<file path="src/rtl/fifo_stream_adapter_pkg.sv">
`default_nettype none
// ============================================================================
// Module      : fifo_stream_adapter_pkg
// Description : Shared widths, depths and helpers for the FIFO-to-stream adapter.
// Revision    : 1.0 - initial release
// ============================================================================
package fifo_stream_adapter_pkg;

    localparam int DATA_W            = 8;
    localparam int SKID_DEPTH        = 2;
    localparam int FRAME_CNT_W       = 16;
    localparam int FRAME_LEN_DEFAULT = 4;
    localparam int BEAT_W            = 8;
    localparam int OCC_W             = $clog2(SKID_DEPTH + 1);

    function automatic logic [BEAT_W-1:0] beat_next(
        input logic [BEAT_W-1:0] beat,
        input logic              is_last
    );
        return is_last ? '0 : beat + 8'd1;
    endfunction

endpackage
`default_nettype wire

</file>
<file path="src/rtl/fifo_stream_adapter_skid_buf.sv">
`default_nettype none
// ============================================================================
// Module      : stream_skid_buf
// Description : Two-entry first-in first-out skid buffer; head entry always
//               presented on o_head.
// Revision    : 1.0 - initial release
// ============================================================================
module stream_skid_buf
    import fifo_stream_adapter_pkg::*;
(
    input  logic              clk,
    input  logic              rst,
    input  logic              i_push,
    input  logic [DATA_W-1:0] i_push_data,
    input  logic              i_pop,
    output logic [DATA_W-1:0] o_head,
    output logic [OCC_W-1:0]  o_occ
);

    logic [DATA_W-1:0] r_head_q;
    logic [DATA_W-1:0] r_tail_q;
    logic [OCC_W-1:0]  r_occ_q;
    logic [DATA_W-1:0] w_head_d;
    logic [DATA_W-1:0] w_tail_d;
    logic [OCC_W-1:0]  w_occ_d;

    always_comb begin
        w_head_d = r_head_q;
        w_tail_d = r_tail_q;
        w_occ_d  = r_occ_q;
        case (r_occ_q)
            2'd0: begin
                if (i_push) begin
                    w_head_d = i_push_data;
                    w_occ_d  = 2'd1;
                end
            end
            2'd1: begin
                case ({i_push, i_pop})
                    2'b10: begin
                        w_tail_d = i_push_data;
                        w_occ_d  = 2'd2;
                    end
                    2'b01:   w_occ_d  = 2'd0;
                    2'b11:   w_head_d = i_push_data;
                    default: ;
                endcase
            end
            default: begin
                // Full: a push is only legal alongside a pop, which shifts the tail up.
                if (i_pop) begin
                    w_head_d = r_tail_q;
                    if (i_push) begin
                        w_tail_d = i_push_data;
                    end else begin
                        w_occ_d = 2'd1;
                    end
                end
            end
        endcase
    end

    always_ff @(posedge clk) begin
        if (rst) begin
            r_head_q <= '0;
            r_tail_q <= '0;
            r_occ_q  <= '0;
        end else begin
            r_head_q <= w_head_d;
            r_tail_q <= w_tail_d;
            r_occ_q  <= w_occ_d;
        end
    end

    assign o_head = r_head_q;
    assign o_occ  = r_occ_q;

    a_no_overflow: assert property (@(posedge clk) disable iff (rst)
        !(i_push && !i_pop && (r_occ_q == 2'd2)));

    a_no_underflow: assert property (@(posedge clk) disable iff (rst)
        !(i_pop && (r_occ_q == 2'd0)));

endmodule
`default_nettype wire

</file>
<file path="src/rtl/fifo_stream_adapter.sv">
`default_nettype none
// ============================================================================
// Module      : fifo_stream_adapter
// Description : Drains a registered-output FIFO into a framed valid/ready stream
//               with m_last every FRAME_LEN bytes and a delivered-frame counter.
// Revision    : 1.0 - initial release
// ============================================================================
module fifo_stream_adapter
    import fifo_stream_adapter_pkg::*;
#(
    parameter int FRAME_LEN = FRAME_LEN_DEFAULT
) (
    input  logic                   clk,
    input  logic                   rst,
    input  logic [DATA_W-1:0]      fifo_dout,
    input  logic                   fifo_empty,
    input  logic                   fifo_wr,
    output logic                   fifo_rd,
    output logic [DATA_W-1:0]      m_data,
    output logic                   m_valid,
    input  logic                   m_ready,
    output logic                   m_last,
    output logic [FRAME_CNT_W-1:0] frame_cnt
);

    localparam logic [BEAT_W-1:0] c_last_beat = BEAT_W'(FRAME_LEN - 1);

    logic                   r_inflight_q;
    logic                   w_inflight_d;
    logic [BEAT_W-1:0]      r_beat_q;
    logic [BEAT_W-1:0]      w_beat_d;
    logic [FRAME_CNT_W-1:0] r_frame_cnt_q;
    logic [FRAME_CNT_W-1:0] w_frame_cnt_d;

    logic [DATA_W-1:0]      w_head;
    logic [OCC_W-1:0]       w_occ;
    logic                   w_pop;
    logic                   w_accept;
    logic [OCC_W:0]         w_level;

    stream_skid_buf u_skid (
        .clk         (clk),
        .rst         (rst),
        .i_push      (r_inflight_q),
        .i_push_data (fifo_dout),
        .i_pop       (w_pop),
        .o_head      (w_head),
        .o_occ       (w_occ)
    );

    // Outputs are forced quiet during reset, before the registers themselves clear.
    assign m_valid = !rst && (w_occ != '0);
    assign m_data  = rst ? '0 : w_head;
    assign m_last  = m_valid && (r_beat_q == c_last_beat);
    assign w_pop   = m_valid && m_ready;

    // Slots committed next cycle: buffered + in flight - leaving now.
    assign w_level  = {1'b0, w_occ} + (OCC_W+1)'(r_inflight_q) - (OCC_W+1)'(w_pop);
    assign fifo_rd  = !rst && !fifo_empty && (w_level < (OCC_W+1)'(SKID_DEPTH));
    assign w_accept = fifo_rd && !fifo_empty && !fifo_wr;

    always_comb begin
        w_inflight_d  = w_accept;
        w_beat_d      = r_beat_q;
        w_frame_cnt_d = r_frame_cnt_q;
        if (w_pop) begin
            w_beat_d = beat_next(r_beat_q, m_last);
            if (m_last) begin
                w_frame_cnt_d = r_frame_cnt_q + 16'd1;
            end
        end
    end

    always_ff @(posedge clk) begin
        if (rst) begin
            r_inflight_q  <= 1'b0;
            r_beat_q      <= '0;
            r_frame_cnt_q <= '0;
        end else begin
            r_inflight_q  <= w_inflight_d;
            r_beat_q      <= w_beat_d;
            r_frame_cnt_q <= w_frame_cnt_d;
        end
    end

    assign frame_cnt = r_frame_cnt_q;

endmodule
`default_nettype wire

</file>
<file path="config.mk">
export PLATFORM = sky130hd
export DESIGN_NAME = fifo_stream_adapter
export DESIGN_NICKNAME = d
export VERILOG_FILES = /design/src/rtl/fifo_stream_adapter_pkg.sv /design/src/rtl/fifo_stream_adapter_skid_buf.sv /design/src/rtl/fifo_stream_adapter.sv
export SDC_FILE = /design/constraint.sdc
export NUM_CORES = 1
export LEC_CHECK = 0
export CAP_MARGIN = 20
export CORE_MARGIN = 2
export CORE_UTILIZATION = 40
export CTS_CLUSTER_DIAMETER = 60
export DETAILED_ROUTE_END_ITERATION = 10
export PLACE_DENSITY_LB_ADDON = 0.12
export SLEW_MARGIN = 20
export SYNTH_ARGS = -nofsm -noshare
export SYNTH_HDL_FRONTEND = slang
export SYNTH_SLANG_ARGS = --single-unit
</file>
<file path="constraint.sdc">
create_clock -name clk -period 2.6 [get_ports clk]
set_input_delay 0.52 -clock clk [delete_from_list [all_inputs] [get_ports clk]]
set_output_delay 0.52 -clock clk [all_outputs]
set_load 0.005 [all_outputs]
</file>
## After elaboration in Yosys (flattened, before gate mapping)

Index checks and enable logic that the tools add are counted.

- Add/sub/neg operators: 4
- $lt $le $gt $ge: 1
- Equality and inequality tests: 10
- Multiplexer cells: 14
- Bitwise gates (word level): 1
- Reduce and logical (&&, ||, !) cells: 19

Operators by type and width:

| cell | count |
|---|---|
| two-way mux 8 bit | 7 |
| case mux 8 bit (2 select lines) | 2 |
| adder 16 x 1 -> 16 bit, second input constant | 1 |
| adder 8 x 1 -> 8 bit, second input constant | 1 |
| == test 8 x 2 -> 1 bit, second input constant | 1 |
| case mux 2 bit (2 select lines) | 2 |
| AND reduction 4 bit | 2 |
| logical AND 1 bit | 7 |
| two-way mux 2 bit | 3 |
| inequality test 2 bit, second input constant | 3 |
| nonzero test 2 bit | 3 |
| == test 2 x 1 -> 1 bit, second input constant | 2 |
| == test 2 bit, second input constant | 2 |
| adder 2 x 1 -> 3 bit | 1 |
| zero test 1 bit | 3 |
| less-than comparator 3 x 2 -> 1 bit, second input constant | 1 |
| inequality test 3 x 1 -> 1 bit, second input constant | 1 |
| inequality test 3 bit, second input constant | 1 |
| AND reduction 3 bit | 1 |
| nonzero test 3 bit | 1 |
| subtractor 3 x 1 -> 3 bit | 1 |
| zero test 2 bit | 1 |
| AND reduction 2 bit | 1 |
| NOT 1 bit | 1 |

- Register bits after elaboration: 43
- Input bits: 13
- Output and inout bits: 27
- Logic and storage cells: 55

## Depth between registers and ports, before layout

Gate-level depths: netlist of run 1.

- Depth in word-level cells: 8
- Depth in mapped cells: 10
- Gate-level depth less buffers: 8

## By module

From an unflattened synthesis of run 1, not the netlist that was laid out.

- Cells, all modules: 244
- Area total of the unflattened synthesis: 2,255.9 um^2

Modules (own cells, without submodules):

| module | instances | cells each | area an instance (um^2) | sequential area each (um^2) |
|---|---|---|---|---|
| fifo_stream_adapter | 1 | 159 | 1,352.5 | 500.5 |
| stream_skid_buf | 1 | 85 | 903.4 | 360.3 |

## Least setup slack after synthesis of run 1

No wires, ideal clock.

- Path type: reg-to-output
- Start point: register u_skid.r_occ_q[1] (netlist: u_skid.o_occ[1])
- End point: output fifo_rd
- Data arrival time: 2.026 ns
- Required time: 2.080 ns
- Path slack: 0.054 ns
- Stages on the path, launching flop included: 10
- Path buffers: 2
- Cell sequence: dfxtp_1 buf_2 or2_2 buf_2 nand2_1 nor2_1 o21ai_0 fa_1 xor2_1 nor4b_1

- Longest elaborated chain between the ends: 6
- Elaborated cells on any way between the ends: 7
- Classes of those cells: add/sub (2); order compare (1); reduce/logical (4)

RTL lines:

| item | line | RTL |
|---|---|---|
| from (decl) | fifo_stream_adapter_skid_buf.sv:22 | `logic [OCC_W-1:0] r_occ_q;` |
| from (signal assigned) | fifo_stream_adapter_skid_buf.sv:71 | `r_occ_q <= w_occ_d;` |
| parallel branches: the longest is 3 deep, another holds adder 2 x 1 -> 3 bit | n/a |  |
| subtractor 3 x 1 -> 3 bit * | fifo_stream_adapter.sv:58 | `assign w_level = {1'b0, w_occ} + (OCC_W+1)'(r_inflight_q) - (OCC_W+1)'(w_pop);` |
| less-than comparator 3 x 2 -> 1 bit * | fifo_stream_adapter.sv:59 | `assign fifo_rd = !rst && !fifo_empty && (w_level < (OCC_W+1)'(SKID_DEPTH));` |
| logical AND 1 bit * | fifo_stream_adapter.sv:59 |  |
| to (decl) | fifo_stream_adapter.sv:18 | `output logic fifo_rd,` |

Every way passes the cells marked *.

## Worst setup path in the final report of run 1

Same ends and word-level chain as after synthesis.

==> results of run 1 <==
-- layer usage --
layer | global-route usage | vias to the layer above | share of wire
met5 | 0 | - | 0
met4 | 0.0709 | 0 | 0.017
met3 | 0.0259 | 7 | 0.025
met2 | 0.247 | 27 | 0.44
met1 | 0.230 | 908 | 0.52
li1 | - | 999 | -
-- Yosys cell counts, types with 2 or more instances --
cell / number / area (sq um)
a211oi_1: 8 / 60.1
ha_1: 2 / 25.0
dfxtp_1: 43 / 861
nor2_1: 18 / 67.6
o31ai_1: 9 / 67.6
clkbuf_1: 8 / 30.0
xor2_1: 4 / 35.0
nand3_1: 16 / 80.1
mux2i_1: 10 / 100
or3_1: 6 / 37.5
nor3_1: 4 / 20.0
and4_1: 2 / 17.5
or4_1: 9 / 67.6
buf_2: 4 / 20.0
o21ai_0: 19 / 95.1
nand4_1: 9 / 56.3
nand2_1: 6 / 22.5
nand2b_1: 3 / 18.8
nor2b_1: 12 / 75.1
a21oi_1: 25 / 125
and2_1: 4 / 25.0
inv_1: 4 / 15.0
xnor2_1: 3 / 26.3
-- sequential cells by signal (all words and copies together) (netlist names) --
register         cells
r_inflight_q         1
r_beat_q             8
u_skid.o_occ         2
frame_cnt           16
u_skid.o_head        8
u_skid.r_tail_q      8
-- cell type report --
class | instances | area [sq um]
timing repair buffer | 55 | 503
inverter | 5 | 18.8
multi-input combinational | 183 | 1220
sequential | 43 | 863
tap | 70 | 87.6
clock buffer | 8 | 100
fill | 529 | 2310
-- stage by stage --
step	std cells	utilization	TNS, ns
after floorplan	245	-	0
after global placement	354	0.517	-0.789
after detailed placement	354	0.517	-0.851
after CTS	363	0.545	0
after global routing	364	0.548	0
final	364	0.548	0
-- power groups by stage --
stage	Clock (mW)	Sequential [mW]	Combinational (mW)
finish	0.469	0.672	0.112
global route	0.508	0.674	0.123
CTS	0.480	0.672	0.112
detailed placement	0	0.688	0.106
global placement	0	0.687	0.106
floorplan	0	0.687	0.0547
-- how the worst max path moves through the flow --
stage / from / endpoint / depth (start not counted)
after global placement: m_ready / fifo_rd / 9
after global routing: u_skid.o_occ[1] / fifo_rd / 8
after detailed placement: m_ready / fifo_rd / 9
final: u_skid.o_occ[1] / fifo_rd / 8
after floorplan: u_skid.o_occ[1] / fifo_rd / 9
after CTS: m_ready / fifo_rd / 9
-- worst min-delay path, stage by stage, from the launching register on --
cell	delay, ns
dfxtp_1	0.31
o21ai_0	0.06
a21oi_1	0.06
-- kinds of logic after synthesis --
| group | synth area share |
|---|---|
| and+or+nand+nor | 0.270 |
| AOI/OAI and AO/OA | 0.178 |
| DFF | 0.406 |
| buffers and inverters | 0.0395 |
| muxes | 0.0525 |
| xor gates and xnor gates | 0.0289 |
| adders and majority gates | 0.0260 |
-- timing repair --
action                                  CTS  global route
endpoints found under the setup margin    1             1
gates resized for setup                  24             5
pin swaps                                 5             5
setup buffers                             1             1
==> flow_summary.json, run 1 <==
{
  "clk_pin_slew_ns": 0.08,
  "wl_um": 4750,
  "hold_path_end": "u_skid.r_tail_q[5]",
  "cp_slowest_cell": "fa_2",
  "finalSetupViolCount": 0,
  "synth_area_per_cell_sq_um": 8.66,
  "hold_viol_final": 0,
  "tightestPinTransition_ns": 0.588,
  "die_h_um": 76.8,
  "drtAntennaViolNets": 0,
  "dp_hpwl_um": 3240,
  "p_total_mw": 1.25,
  "grt_pass1_vias": 1683,
  "clockRootBuffer": "clkbuf_8",
  "num_io_pins": 40,
  "port_buffers": 39,
  "hold_ws_ns": 0.475,
  "setup_ws_ns": 0.0942,
  "worstSetupStartpointType": "register",
  "internal_power_uw": 966,
  "rsz0062_at_grt": "false",
  "die_x_um": 76.8,
  "r2r_cells": 6,
  "worstSetupPathType": "register to output pin",
  "clockBufferDepth": 2,
  "seq_power_share": 0.536,
  "pwr-share-comb": 0.090,
  "relSlewSlack": 0.597,
  "place_area_sq_um": 2640,
  "r2r_slack_ns": 0.66,
  "wire_per_inst_um": 13.1,
  "crit_chain": "or2_4, nand2_4, nor2_4, buf_6, fa_2, xor2_1, nor4b_2, buf_2",
  "synthArstFlopShare": 0,
  "clock_sinks": 43,
  "htree_levels": 2,
  "worst-path-buf-inv": 2,
  "dp_slack_ns": -0.851,
  "synth_flop_cell": "dfxtp_1",
  "drive_gt1_frac": 0.150,
  "netlist_area_sq_um": 2120,
  "cp-end-kind": "output pin",
  "yosysUniqueCellTypes": 40,
  "rows": 26,
  "grt_overflow": 0,
  "vias": 1941,
  "yosys_warnings": 0,
  "maxSlewViolCount": 0,
  "holdPathStages": 2,
  "synth-edff-count": 0,
  "core_sq_um": 5110,
  "r2r-start": "r_beat_q[0]",
  "cp_top_family": "simple AND/OR/NAND/NOR gates",
  "p_sw_uw": 287,
  "gp_congestion": 0.746,
  "max_stage_delay_ns": 0.34,
  "vdd_ir_drop_max_mv": 0.190,
  "synth_nets": 261,
  "max_freq_mhz": 399,
  "clk_latency_ns": 0.30,
  "cts_hold_buf": 0,
  "antenna_found_initial": 0,
  "final_area_sq_um": 2800,
  "post-route-period-util": 0.964,
  "critical_path_peak_fanout": 2,
  "ys_seq_area_frac": 0.406,
  "dieArea_sq_um": 5900,
  "drv_cap": 0,
  "nNetsFinal": 309,
  "viasPerCell": 5.33,
  "p_sw_frac": 0.229,
  "first_pass_iters": 4,
  "diodes": 0,
  "period_needed_ns": 2.51,
  "leakagePower_nw": 0.932,
  "drc": 0,
  "clock_power_share": 0.374,
  "hp-start": "u_skid.r_tail_q[5]",
  "tritoncts": "built",
  "fin_skew_ns": 0.00420,
  "drt_iter0_drc": 85,
  "netlist_instances": 245,
  "crit_required_ns": 2.08,
  "syn_to_final_growth_pct": 31.9,
  "critical_path_arrival_ns": 1.99,
  "start_util": 0.415,
  "layout_common_cells": "dfxtp_1 (41), clkdlybuf4s50_1 (36), a21oi_1 (25)",
  "holdCritPathClass": "register to register",
  "track_usage": 0.164,
  "ys_seq_elements": 43,
  "final_common_cell": "dfxtp_1",
  "cts_buffers": 5,
  "status": "completed",
  "powerDensity_nw_per_um2": 448,
  "grt_max_degree": 36,
  "rr_endpoint": "frame_cnt[15]",
  "grt_pass1_wl_um": 7940
}
No activity file was read; power rests on OpenSTA's default activity.
==> run 2: changes to the inputs <==
--- a/config.mk
+++ b/config.mk
@@ -10,6 +10,7 @@
 export CORE_UTILIZATION = 40
 export CTS_CLUSTER_DIAMETER = 60
 export DETAILED_ROUTE_END_ITERATION = 10
+export MAX_ROUTING_LAYER = met4
 export PLACE_DENSITY_LB_ADDON = 0.12
 export SLEW_MARGIN = 20
 export SYNTH_ARGS = -nofsm -noshare
==> constraint.sdc (replaced) <==
create_clock -name clk -period 2.96 [get_ports clk]
set_input_delay 0.592 -clock clk [delete_from_list [all_inputs] [get_ports clk]]
set_output_delay 0.592 -clock clk [all_outputs]
set_load 0.005 [all_outputs]
==> flow_summary.json, run 2 (synthesized netlist as in run 1, its figures left out) <==
{
  "layout_common_cells": "dfxtp_1 (43), clkdlybuf4s50_1 (36), a21oi_1 (25)",
  "rsz0062_at_grt": "false",
  "diodes": 0,
  "drc": 0,
  "place_inst": 352,
  "drt_iter0_drc": 148,
  "hold_path_end": "u_skid.r_tail_q[1]",
  "p_sw_uw": 256,
  "tritoncts": "built",
  "finalSetupTns_ns": 0,
  "drtAntennaViolNets": 0,
  "status": "completed",
  "grt_overflow": 0,
  "worstSetupPathType": "primary input to output pin",
  "vias": 1941,
  "fillers": 521,
  "clock_sinks": 43,
  "die_x_um": 76.8,
  "drv_cap": 0,
  "core_sq_um": 5110,
  "tightestPinTransition_ns": 0.583,
  "wire_per_inst_um": 12.9,
  "nNetsFinal": 306,
  "syn_to_final_growth_pct": 28.4,
  "final_common_cell": "dfxtp_1",
  "r2r_cells": 5,
  "dp_hpwl_um": 3130,
  "clockBufferDepth": 2,
  "powerDensity_nw_per_um2": 386,
  "fin_cells": 361,
  "clk_latency_ns": 0.30,
  "first_pass_iters": 4,
  "grt_pass1_wl_um": 7790,
  "crit_required_ns": 2.37,
  "max_freq_mhz": 353,
  "post-route-period-util": 0.958,
  "fin_skew_ns": 0.00735,
  "grt_max_degree": 45,
  "r2r_slack_ns": 0.97,
  "num_io_pins": 40,
  "rows": 26,
  "vdd_ir_drop_max_mv": 0.226,
  "critical_path_arrival_ns": 2.24,
  "holdCritPathClass": "register to register",
  "start_util": 0.415,
  "clockRootBuffer": "clkbuf_8",
  "cts_buffers": 5,
  "viasPerCell": 5.38,
  "place_area_sq_um": 2620,
  "htree_levels": 2,
  "largest_reg_flops": 16,
  "holdPathStages": 2,
  "internal_power_uw": 795,
  "clock_power_share": 0.349,
  "p_sw_frac": 0.243,
  "gp_congestion": 0.820,
  "max_stage_delay_ns": 0.36,
  "track_usage": 0.166,
  "finalSetupViolCount": 0,
  "hp-start": "u_skid.r_tail_q[1]",
  "leakagePower_nw": 0.894,
  "r2r-start": "r_beat_q[0]",
  "cp-end-kind": "output pin",
  "rr_endpoint": "frame_cnt[15]",
  "port_buffers": 39,
  "antenna_found_initial": 0,
  "final_area_sq_um": 2720,
  "critical_path_peak_fanout": 4,
  "clk_pin_slew_ns": 0.08,
  "maxSlewViolCount": 0,
  "period_needed_ns": 2.84,
  "cp_slowest_cell": "fa_2",
  "worstSetupStartpointType": "primary input",
  "relSlewSlack": 0.601,
  "drive_gt1_frac": 0.113,
  "grt_pass1_vias": 1635,
  "hold_viol_final": 0,
  "cts_hold_buf": 0,
  "dieArea_sq_um": 5900,
  "crit_chain": "dlygate4sd2_1, nor2b_4, nand2_1, nor2_1, o21ai_1, fa_2, xor2_1, nor4b_2, buf_2",
  "wl_um": 4660,
  "die_h_um": 76.8,
  "seq_power_share": 0.562,
  "pwr-share-comb": 0.089
}
[run 2: cell types whose count changed in the layout (fill, tap and decap cells not counted), sizes merged]
cell | before | now
buf | 19 | 14
clkinv | 1 | 4
clkbuf | 8 | 5
dlygate4sd2 | 0 | 2
[run 2: cell type report]
cell class	instances	area, sq um	share of cell area
Clock buffer	5	68.8	0.0253
Clock inverter	3	15.0	0.00551
Inverter	5	18.8	0.00689
Multi-Input combinational cell	183	1190	0.438
Sequential cell	43	861	0.316
Tap cell	70	87.6	0.0322
Timing Repair Buffer	52	480	0.176
[run 2: power by group through the flow]
stage                     Sequential, mW  Clock [mW]  Combinational, mW
after global routing               0.592       0.403              0.103
after detailed placement           0.604           0             0.0933
after CTS                          0.590       0.378             0.0948
final                              0.590       0.367             0.0937
after floorplan                    0.604           0             0.0480
after global placement             0.604           0             0.0931
[run 2: timing repair]
action	CTS	global route
endpoints found under the hold margin	0	0
setup buffers	1	0
endpoints found under the setup margin	1	0
gates resized for setup	11	0
[run 2: critical path, delay by kind of cell]
kind	cells	cell delay, ns
compound gates	1	0.10
xor+xnor	1	0.15
fa+ha+maj	1	0.36
buf+inv	2	0.43
simple gates	4	0.61
[run 2: worst max-delay path by stage]
stage,from,to,slack (ns),cells past startpoint
6_report,rst,fifo_rd,0.12,9
2_1_floorplan,m_ready,fifo_rd,0.27,8
5_1_grt,rst,fifo_rd,0.009,9
3_3_place_gp,m_ready,fifo_rd,-0.58,9
3_5_place_dp,m_ready,fifo_rd,-0.59,9
4_1_cts,rst,fifo_rd,0.11,9
[run 2: stage by stage]
step	setup WS [ns]	hold WS [ns]	utilization	power, mW
6_report	0.124	0.477	0.533	1.05
5_1_grt	0.00931	0.502	0.533	1.10
3_5_place_dp	-0.587	0.466	0.514	0.697
3_3_place_gp	-0.576	0.461	0.514	0.697
2_1_floorplan	0.273	0.454	-	0.652
4_1_cts	0.113	0.477	0.533	1.06
[run 2: per-layer routing]
layer	vias up	wire [um]	global-route usage
met3	7	171	0.0247
met5	-	0	-
met2	41	2070	0.239
li1	985	-	-
met1	908	2330	0.229
met4	0	85	0.0764
